**src/rtl/zxuno_pkg.sv**
```systemverilog
// Shared constants, state encoding and captured-bus type for the ZX-UNO
// extended register port front end.
package zxuno_pkg;

  localparam logic [15:0] ZXUNO_ADDR_PORT  = 16'hFC3B;
  localparam logic [15:0] ZXUNO_DATA_PORT  = 16'hFD3B;
  localparam logic [7:0]  ZXUNO_RD_DEFAULT = 8'hFF;

  typedef enum logic [2:0] {
    ST_IDLE    = 3'd0,
    ST_AWR     = 3'd1,
    ST_DRD     = 3'd2,
    ST_DWR     = 3'd3,
    ST_WAITEND = 3'd4
  } zx_state_t;

  // One registered snapshot of the CPU bus.
  typedef struct packed {
    logic        iorq_n;
    logic        rd_n;
    logic        wr_n;
    logic [15:0] a;
    logic [7:0]  din;
  } cpu_req_t;

endpackage

```
**src/rtl/zxuno_rdmux.sv**
```systemverilog
// Priority readback mux: lowest-index enabled slave wins; flags any/multiple
// enables so the controller can register data and conflict status.
module zxuno_rdmux
  import zxuno_pkg::*;
#(
  parameter int NSLAVES = 4
) (
  input  logic [NSLAVES-1:0][7:0] slv_dout,
  input  logic [NSLAVES-1:0]      slv_oe_n,
  output logic [7:0]              sel_dout,
  output logic                    any_oe,
  output logic                    multi_oe
);

  // Scan high to low so the last hit, i.e. the lowest index, drives the data.
  always_comb begin
    sel_dout = ZXUNO_RD_DEFAULT;
    any_oe   = 1'b0;
    multi_oe = 1'b0;
    for (int i = NSLAVES - 1; i >= 0; i--) begin
      if (!slv_oe_n[i]) begin
        if (any_oe) multi_oe = 1'b1;
        any_oe   = 1'b1;
        sel_dout = slv_dout[i];
      end
    end
  end

endmodule

```
**src/rtl/zxuno_regport_ctrl.sv**
```systemverilog
// ZX-UNO register port controller: decodes address/data port cycles, holds the
// register address, strobes the slaves and returns muxed read data.
module zxuno_regport_ctrl
  import zxuno_pkg::*;
#(
  parameter int          NSLAVES    = 4,
  parameter logic [15:0] ADDR_PORT  = ZXUNO_ADDR_PORT,
  parameter logic [15:0] DATA_PORT  = ZXUNO_DATA_PORT,
  parameter logic [7:0]  RESET_ADDR = 8'h00
) (
  input  logic                   clk,
  input  logic                   rst_n,
  input  logic [15:0]            a,
  input  logic                   iorq_n,
  input  logic                   rd_n,
  input  logic                   wr_n,
  input  logic [7:0]             din,
  output logic [7:0]             zxuno_addr,
  output logic                   regaddr_changed,
  output logic                   zxuno_regrd,
  output logic                   zxuno_regwr,
  output logic [7:0]             regwr_data,
  input  logic [8*NSLAVES-1:0]   slv_dout,
  input  logic [NSLAVES-1:0]     slv_oe_n,
  output logic [7:0]             cpu_dout,
  output logic                   cpu_oe_n,
  output logic                   bus_conflict
);

  cpu_req_t  req_q;
  zx_state_t state, state_nx;

  logic rdacc, wracc, hit_addr, hit_data, cyc_end;
  logic idle, go_awr_w, go_awr_r, go_dwr, go_drd, in_drd;
  logic aread_q, conf_seen;
  logic [7:0] sel_dout;
  logic any_oe, multi_oe;

  always_ff @(posedge clk or negedge rst_n) begin
    if (!rst_n) req_q <= '{iorq_n: 1'b1, rd_n: 1'b1, wr_n: 1'b1, a: 16'h0, din: 8'h0};
    else        req_q <= '{iorq_n: iorq_n, rd_n: rd_n, wr_n: wr_n, a: a, din: din};
  end

  // Both strobes low qualifies as neither access.
  assign rdacc    = !req_q.iorq_n && !req_q.rd_n && req_q.wr_n;
  assign wracc    = !req_q.iorq_n && !req_q.wr_n && req_q.rd_n;
  assign hit_addr = (req_q.a == ADDR_PORT);
  assign hit_data = (req_q.a == DATA_PORT);
  assign cyc_end  = req_q.iorq_n || (req_q.rd_n && req_q.wr_n);

  assign idle     = (state == ST_IDLE);
  assign go_awr_w = idle && wracc && hit_addr;
  assign go_dwr   = idle && wracc && hit_data;
  assign go_awr_r = idle && rdacc && hit_addr;
  assign go_drd   = idle && rdacc && hit_data;
  assign in_drd   = (state == ST_DRD) && rdacc;

  always_ff @(posedge clk or negedge rst_n) begin
    if (!rst_n) state <= ST_IDLE;
    else        state <= state_nx;
  end

  always_comb begin
    state_nx = state;
    case (state)
      ST_IDLE: begin
        if (go_awr_w || go_awr_r) state_nx = ST_AWR;
        else if (go_dwr)          state_nx = ST_DWR;
        else if (go_drd)          state_nx = ST_DRD;
      end
      ST_AWR, ST_DWR: state_nx = ST_WAITEND;
      ST_DRD:         if (!rdacc) state_nx = ST_IDLE;
      ST_WAITEND:     if (cyc_end) state_nx = ST_IDLE;
      default:        state_nx = ST_IDLE;
    endcase
  end

  zxuno_rdmux #(.NSLAVES(NSLAVES)) u_rdmux (
    .slv_dout (slv_dout),
    .slv_oe_n (slv_oe_n),
    .sel_dout (sel_dout),
    .any_oe   (any_oe),
    .multi_oe (multi_oe)
  );

  always_ff @(posedge clk or negedge rst_n) begin
    if (!rst_n) begin
      zxuno_addr      <= RESET_ADDR;
      regwr_data      <= 8'h00;
      cpu_dout        <= ZXUNO_RD_DEFAULT;
      regaddr_changed <= 1'b0;
      zxuno_regwr     <= 1'b0;
      bus_conflict    <= 1'b0;
      aread_q         <= 1'b0;
      conf_seen       <= 1'b0;
    end else begin
      regaddr_changed <= go_awr_w;
      zxuno_regwr     <= go_dwr;
      bus_conflict    <= 1'b0;
      if (go_awr_w) zxuno_addr <= req_q.din;
      if (go_dwr)   regwr_data <= req_q.din;
      if (go_awr_r) begin
        cpu_dout <= zxuno_addr;
      end else if (in_drd) begin
        cpu_dout <= any_oe ? sel_dout : ZXUNO_RD_DEFAULT;
        // Report a contended read only once per data-port access.
        if (multi_oe && !conf_seen) begin
          bus_conflict <= 1'b1;
          conf_seen    <= 1'b1;
        end
      end
      if (go_drd) conf_seen <= 1'b0;
      if (go_awr_r)                   aread_q <= 1'b1;
      else if (state_nx == ST_IDLE)   aread_q <= 1'b0;
    end
  end

  // Bus enable follows the registered strobes directly so it releases as soon
  // as the CPU ends the cycle.
  assign zxuno_regrd = in_drd;
  assign cpu_oe_n    = !(in_drd || (aread_q && rdacc));

endmodule

```
**config.mk**
```make
export PLATFORM = sky130hd
export DESIGN_NAME = zxuno_regport_ctrl
export DESIGN_NICKNAME = d
export VERILOG_FILES = /design/src/rtl/zxuno_pkg.sv /design/src/rtl/zxuno_rdmux.sv /design/src/rtl/zxuno_regport_ctrl.sv
export SDC_FILE = /design/constraint.sdc
export NUM_CORES = 1
export LEC_CHECK = 0
export ABC_AREA = 1
export ABC_CLOCK_PERIOD_IN_PS = 1800
export BUFFER_PORTS_ARGS = -buffer_cell sky130_fd_sc_hd__buf_2
export CAP_MARGIN = 0
export CORE_AREA = 5 5 82 84
export DETAILED_ROUTE_END_ITERATION = 8
export DIE_AREA = 0 0 87 89
export PLACE_DENSITY = 0.72
export SYNTH_ARGS = -nofsm -noshare
export SYNTH_HDL_FRONTEND = slang
export SYNTH_HIERARCHICAL = 1
export SYNTH_SLANG_ARGS = --single-unit
```
**constraint.sdc**
```tcl
create_clock -name clk -period 1.8 [get_ports clk]
set_clock_uncertainty 0.1 [all_clocks]
set_input_delay 0.27 -clock clk [delete_from_list [all_inputs] [get_ports clk]]
set_output_delay 0.27 -clock clk [all_outputs]
set_load 0.05 [all_outputs]
```
==> out/results.ini, run 1 <==
[floorplanning]
die_area_um2=7740
ioPinCount=94
die_h_um=89
core_um2=5850
start_util_pct=43.3
die_x_um=87
rows=28

[yosys]
synth_top_cell_area_share_pct=47.4
synth_cell_types=26
netlist_area_um2=2530
ys_seq_area_share_pct=58.8
synth_compound_area_share_pct=10.9
synth-simple-area-share_pct=23.1
synth_top_cell_by_area=dfrtp_1
synth-main-ff-cell=dfrtp_1
synth_edf_count=0
muxShareOfSynthArea_pct=0
synth_top_family_by_area=simple AND/OR/NAND/NOR gates
synthXorXnorAreaFrac_pct=0
syn_nets=341
synth.avg_cell_area_um2=9.18
synthAdderAreaFrac_pct=0
yosysWarnings=6
yosys_register_bits=59
synthCells=276
synth.most_common_cell=nand2_1
netlist_top_cells_count=nand2_1 (60), dfrtp_1 (48), nor2_1 (41)
synth_area_leaders=dfrtp_1 (47%), dfstp_2 (11%), nand2_1 (8.9%)
async_reset_ff_share_pct=100

[flow_run]
cap_violations=0

[worst_setup_path]
crit_path_max_incr_delay_ps=530
critPathCaptureType=output port
crit_chain=nor2_1, nand2_1, inv_1, o21ai_1, buf_6
cp.depth=5
path_max_fanout=2
critPathTopFamily=flip-flops
path_buf_inv=2
start_kind=register
critical_path_required_ps=1430
reg2reg_slack_ps=200
cp.arrival_ps=1340
cp_slowest_cell=dfstp_2
ff2ff_path_depth=8
worstSetupPathType=reg -> out

[sta]
period_share_pct=95.1
slew_headroom_pct=63.6
setup_viol=0
rsz0062_at_grt=true
hold_ws_ps=232
slew_viol_final=0
period_minus_slack_ps=1710
hold_viol_final=0
tightest_slew_ps=547
setup_slack_ps=88.4
fmax_ghz=0.584

[final_layout]
n_fill_cell=524
syn2layout_area_growth_pct=42.2
diodes=0
drive_gt1_share_pct=37.3
utilization_pct=61.6
final_cell_area_um2=3600
final_nets=476
fin_cells=491

[drt]
finalWirelength_um=6270
drt_iter0_drc=87
first_pass_iters=4
vias=2253
remaining_drc_errors=0
final_antenna_net_count=0
viasPerCell=4.59
wire_per_inst_um=12.8

[global_route]
grt_pass1_wl_um=10000
grt.total_usage_pct=17.1
grt_start_max_net_pins=27
antenna_found_initial=0
grt_pass1_vias=2168
gr-total-overflow=0

[outcome]
status=completed

[power_and_ir_drop]
p_per_area_nw_per_um2=786
total_leakage_power_nw=1.89
ir_drop_mv=0.565

[place]
place_inst=441
placed_area_um2=3060
dpl.hpwl_um=4560
gp_congestion=0.864
place_ws_ps=176
place.port_buffers=93

[cts]
cts_tree=yes
cts_sinks=59
clkLatencyLatePin_ps=340
root_buffer=clkbuf_8
cts_max_path_buffers=2
cts_inserted_buffers=9
cts-htree-levels=3
path_clk_slew_ps=60

[worst_hold_path]
hold_path_class=in -> reg
whs_path_depth=5

-- worst register-to-register path, stage by stage, from the launching register on --
cell and delay [ps]:
dfrtp_1 390, inv_1 60, nand2_1 50, nor2_1 90, nand2_1 60, nor2_1 250, nand2_2 100, buf_4 200
o21ai_0 200
-- layout make-up --
class	instances	area, um^2	share of cell area (%)
timing repair buffer	131	850	23.6
clock buffer	11	141	3.92
tap	75	93.8	2.60
sequential	59	1490	41.3
inverter	30	115	3.19
clock inverter	5	52.6	1.46
multi-input combinational	180	862	23.9
-- path summary, 6_finish.rpt --
check | from | end
max | req_q[26]$_DFF_PN1_ | cpu_oe_n
min | slv_dout[2] | cpu_dout[2]$_DFFE_PN1P_
max reg2reg | req_q[17]$_DFF_PN0_ | regwr_data[3]$_DFFE_PN0P_
min reg2reg | conf_seen$_DFFE_PN0P_ | bus_conflict$_DFF_PN0_
max in group asynchronous | rst_n | cpu_dout[3]$_DFFE_PN1P_
min in group asynchronous | rst_n | req_q[7]$_DFF_PN0_
-- metrics by stage --
| stage | power, mW | TNS [ps] |
|---|---|---|
| after floorplan | 1.53 | 0 |
| after global placement | 1.64 | 0 |
| after detailed placement | 1.64 | 0 |
| after CTS | 2.86 | 0 |
| after global routing | 2.95 | -18.4 |
| final | 2.83 | 0 |
-- flip-flops by register name (all words and copies together) (netlist names) --
signal / cells
req_q: 27
cpu_dout: 8
regwr_data: 8
zxuno_addr: 8
state: 3
aread_q: 1
bus_conflict: 1
conf_seen: 1
regaddr_changed: 1
zxuno_regwr: 1
-- cell families after synthesis --
family                 after synthesis
AO/OA/AOI/OAI                       48
flip-flops                          59
buffers and inverters               37
AND/OR/NAND/NOR                    132
-- power breakdown --
part	switching (mW)	internal [mW]
logic	0.150	0.136
clock network	0.492	0.669
registers	0.0132	1.37
total	0.656	2.18
-- cells in the final DEF, fill, tap and decap left out, drive strengths merged --
cell,synthesis,layout
buf,7,103
nand2,64,64
dfrtp,48,48
nor2,46,46
inv,30,30
o21ai,29,29
dlygate4sd3,0,28
nand3,18,18
a21oi,17,17
dfstp,11,11
clkbuf,0,11
clkinv,0,3
nor3,1,1
o31ai,1,1
and2,1,1
nor3b,1,1
clkinvlp,0,1
bufinv,0,1
o211ai,1,1
nand4,1,1
-- per-layer routing --
metal  vias up  share of wire (%)  global-route usage (%)  routed length [um]
met5         -                  0                       0                   0
met4         0                1.7                    7.37                 109
li1       1146                  -                       -                   -
met2        83                 47                    28.4                2950
met3         9                8.6                    5.81                 542
met1      1015                 43                    20.2                2670
-- timing repair --
action | 4_1_cts | 5_1_grt
resized for setup | 6 | 1
hold buffers | 28 | 0
endpoints found under the setup margin | 2 | 2
buffers inserted | 1 | 5
endpoints found under the hold margin | 45 | 0
pin swaps | 1 | 4
No activity file was read; power rests on OpenSTA's default activity.
==> run 2, diff against run 1 <==
Settings changed: ABC_AREA 1 to unset, CORE_AREA 5 5 82 84 to 5 5 80 82, DIE_AREA 0 0 87 89 to 0 0 85 87, PLACE_DENSITY 0.72 to 0.73.
==> out/results.ini, run 2 <==
[final_layout]
utilization_pct=66.8
diodes=0
layout_common_cells=buf_2 (91), dfrtp_1 (48), dlygate4sd3_1 (28), buf_4 (17), mux2_4 (16)
final_common_cell=buf_2
drive_gt1_share_pct=54.3
top_register=req_q
fin_cells=421
final_nets=406
largest_reg_flops=27
syn2layout_area_growth_pct=56.2
final_cell_area_um2=3790

[outcome]
violations=setup timing
status=finished, violations left

[cts]
root_buffer=clkbuf_8
clkLatencyLatePin_ps=320
path_clk_slew_ps=60
cts_sinks=59
cts_inserted_buffers=9
cts_tree=yes
cts_max_path_buffers=2
cts-htree-levels=3

[yosys]
async_reset_ff_share_pct=100
synth.most_common_cell=dfrtp_1
synth_top_cell_area_share_pct=49.5
yosysWarnings=6
synth_top_cell_by_area=dfrtp_1
ys_seq_area_share_pct=61.4
yosys_register_bits=59
netlist_area_um2=2430
synth.avg_cell_area_um2=12.8
synthCells=189
synth_edf_count=0
netlist_top_cells_count=dfrtp_1 (48), inv_1 (14), a21oi_1 (11), dfstp_2 (11), nand2_1 (11)
syn_nets=254
synth-main-ff-cell=dfrtp_1
synth_cell_types=41
synth_area_leaders=dfrtp_1 (49%), dfstp_2 (12%), mux2_4 (4.9%)

[power_and_ir_drop]
total_power_mw=2.96
p_per_area_nw_per_um2=781
total_leakage_power_nw=1.93
ir_drop_mv=0.611

[worst_hold_path]
holdPathEnd=bus_conflict$_DFF_PN0_
whs_path_depth=4
hold_path_startpoint=slv_oe_n[1]
hold_path_class=in -> reg

[place]
place_ws_ps=-105
place_inst=365
place.port_buffers=93
placed_area_um2=3080
dpl.hpwl_um=4370
gp_congestion=0.811

[worst_setup_path]
critical_path_required_ps=1430
r2r_start=state[2]$_DFF_PN0_
critPathCaptureType=output port
r2r-end=cpu_dout[1]$_DFFE_PN1P_
ff2ff_path_depth=9
worstSetupPathType=reg -> out
start_kind=register
path_max_fanout=2
reg2reg_slack_ps=-210
cp.arrival_ps=1650

[global_route]
antenna_found_initial=0
gr-total-overflow=0
grt_pass1_vias=2159
grt_start_max_net_pins=60
grt.total_usage_pct=17.5
grt_pass1_wl_um=10100

[drt]
final_antenna_net_count=0
remaining_drc_errors=0
first_pass_iters=5
highest_layer=met4
route.met2.wl_um=3270
viasPerCell=4.92
drt-met1-wl_um=2510
wire_per_inst_um=15.2
vias=2072
drt_iter0_drc=64
finalWirelength_um=6380
dr_wl_met3_um=472

[sta]
slew_headroom_pct=64.7
period_minus_slack_ps=2020
hold_viol_final=0
setup_slack_ps=-224
hold_ws_ps=187
tns_ps=-2680
rsz0062_at_grt=true
slew_viol_final=0
setup_viol=26
tightest_slew_ps=528
fmax_ghz=0.494
period_share_pct=112

[floorplanning]
start_util_pct=42.8
die_h_um=87
die_x_um=85
ioPinCount=94
core_um2=5680
rows=28
die_area_um2=7400

[flow_run]
cap_violations=0

==> run 2: cell types whose count changed in the layout (fill, tap and decap cells not counted), moves of 12 or more <==
cell,before,now
o21ai_0,19,3
nand2_1,60,8
nor2_1,40,6
inv_1,24,12
mux2_4,0,16
nand3_1,18,0
==> run 2: per-layer routing <==
layer / global-route usage [%] / up-vias
met5: 0 / -
met4: 9.64 / 0
met3: 5.96 / 11
met2: 29.2 / 74
met1: 19.8 / 994
li1: - / 993
==> run 2: layout make-up <==
cell class                      count  area [um^2]
Sequential cell                    59         1490
Tap cell                           75         93.8
Inverter                           14         56.3
Fill cell                         420         1880
Timing Repair Buffer              147         1000
Clock buffer                       14          163
Multi-Input combinational cell    110          955
Clock inverter                      2         35.0
==> run 2: how the worst max path moves through the flow <==
| stage | end | start | slack [ps] | depth (start not counted) |
|---|---|---|---|---|
| global route | zxuno_regrd | state[1]$_DFF_PN0_ | -280 | 5 |
| detailed placement | zxuno_addr[3]$_DFFE_PN0P_ | req_q[17]$_DFF_PN0_ | -110 | 5 |
| floorplan | zxuno_addr[0]$_DFFE_PN0P_ | req_q[15]$_DFF_PN0_ | -80 | 5 |
| finish | zxuno_regrd | state[2]$_DFF_PN0_ | -220 | 5 |
| CTS | zxuno_regrd | req_q[24]$_DFF_PN1_ | -210 | 4 |
| global placement | zxuno_addr[2]$_DFFE_PN0P_ | req_q[15]$_DFF_PN0_ | -80 | 5 |
==> run 2: cell families (layout without fill, tap and decap cells) <==
| group | Yosys count | after routing | synth area share [%] |
|---|---|---|---|
| compound gates | 47 | 47 | 13.4 |
| fa+ha+maj | 1 | 1 | 0.464 |
| buf+inv | 20 | 177 | 4.07 |
| flops | 59 | 59 | 61.4 |
| mux | 16 | 16 | 8.66 |
| simple gates | 46 | 46 | 12.0 |
==> run 2: power by group <==
group / internal [mW] / switching (mW)
Sequential: 1.39 / 0.0277
Clock: 0.715 / 0.463
Combinational: 0.170 / 0.193
Total: 2.28 / 0.684
==> run 2: what timing repair did <==
item,CTS,global route
gates cloned,0,0
buffers inserted,7,6
gates resized for setup,14,26
pin swaps,4,10
hold buffers,28,0
hold endpoints to repair,75,0
endpoints found under the setup margin,26,31
==> run 2: worst max-delay path: stages, from the launching register on <==
cell	delay [ps]
dfrtp_1	400
inv_2	90
nand2_4	50
or4_4	530
clkinvlp_4	110
buf_8	150
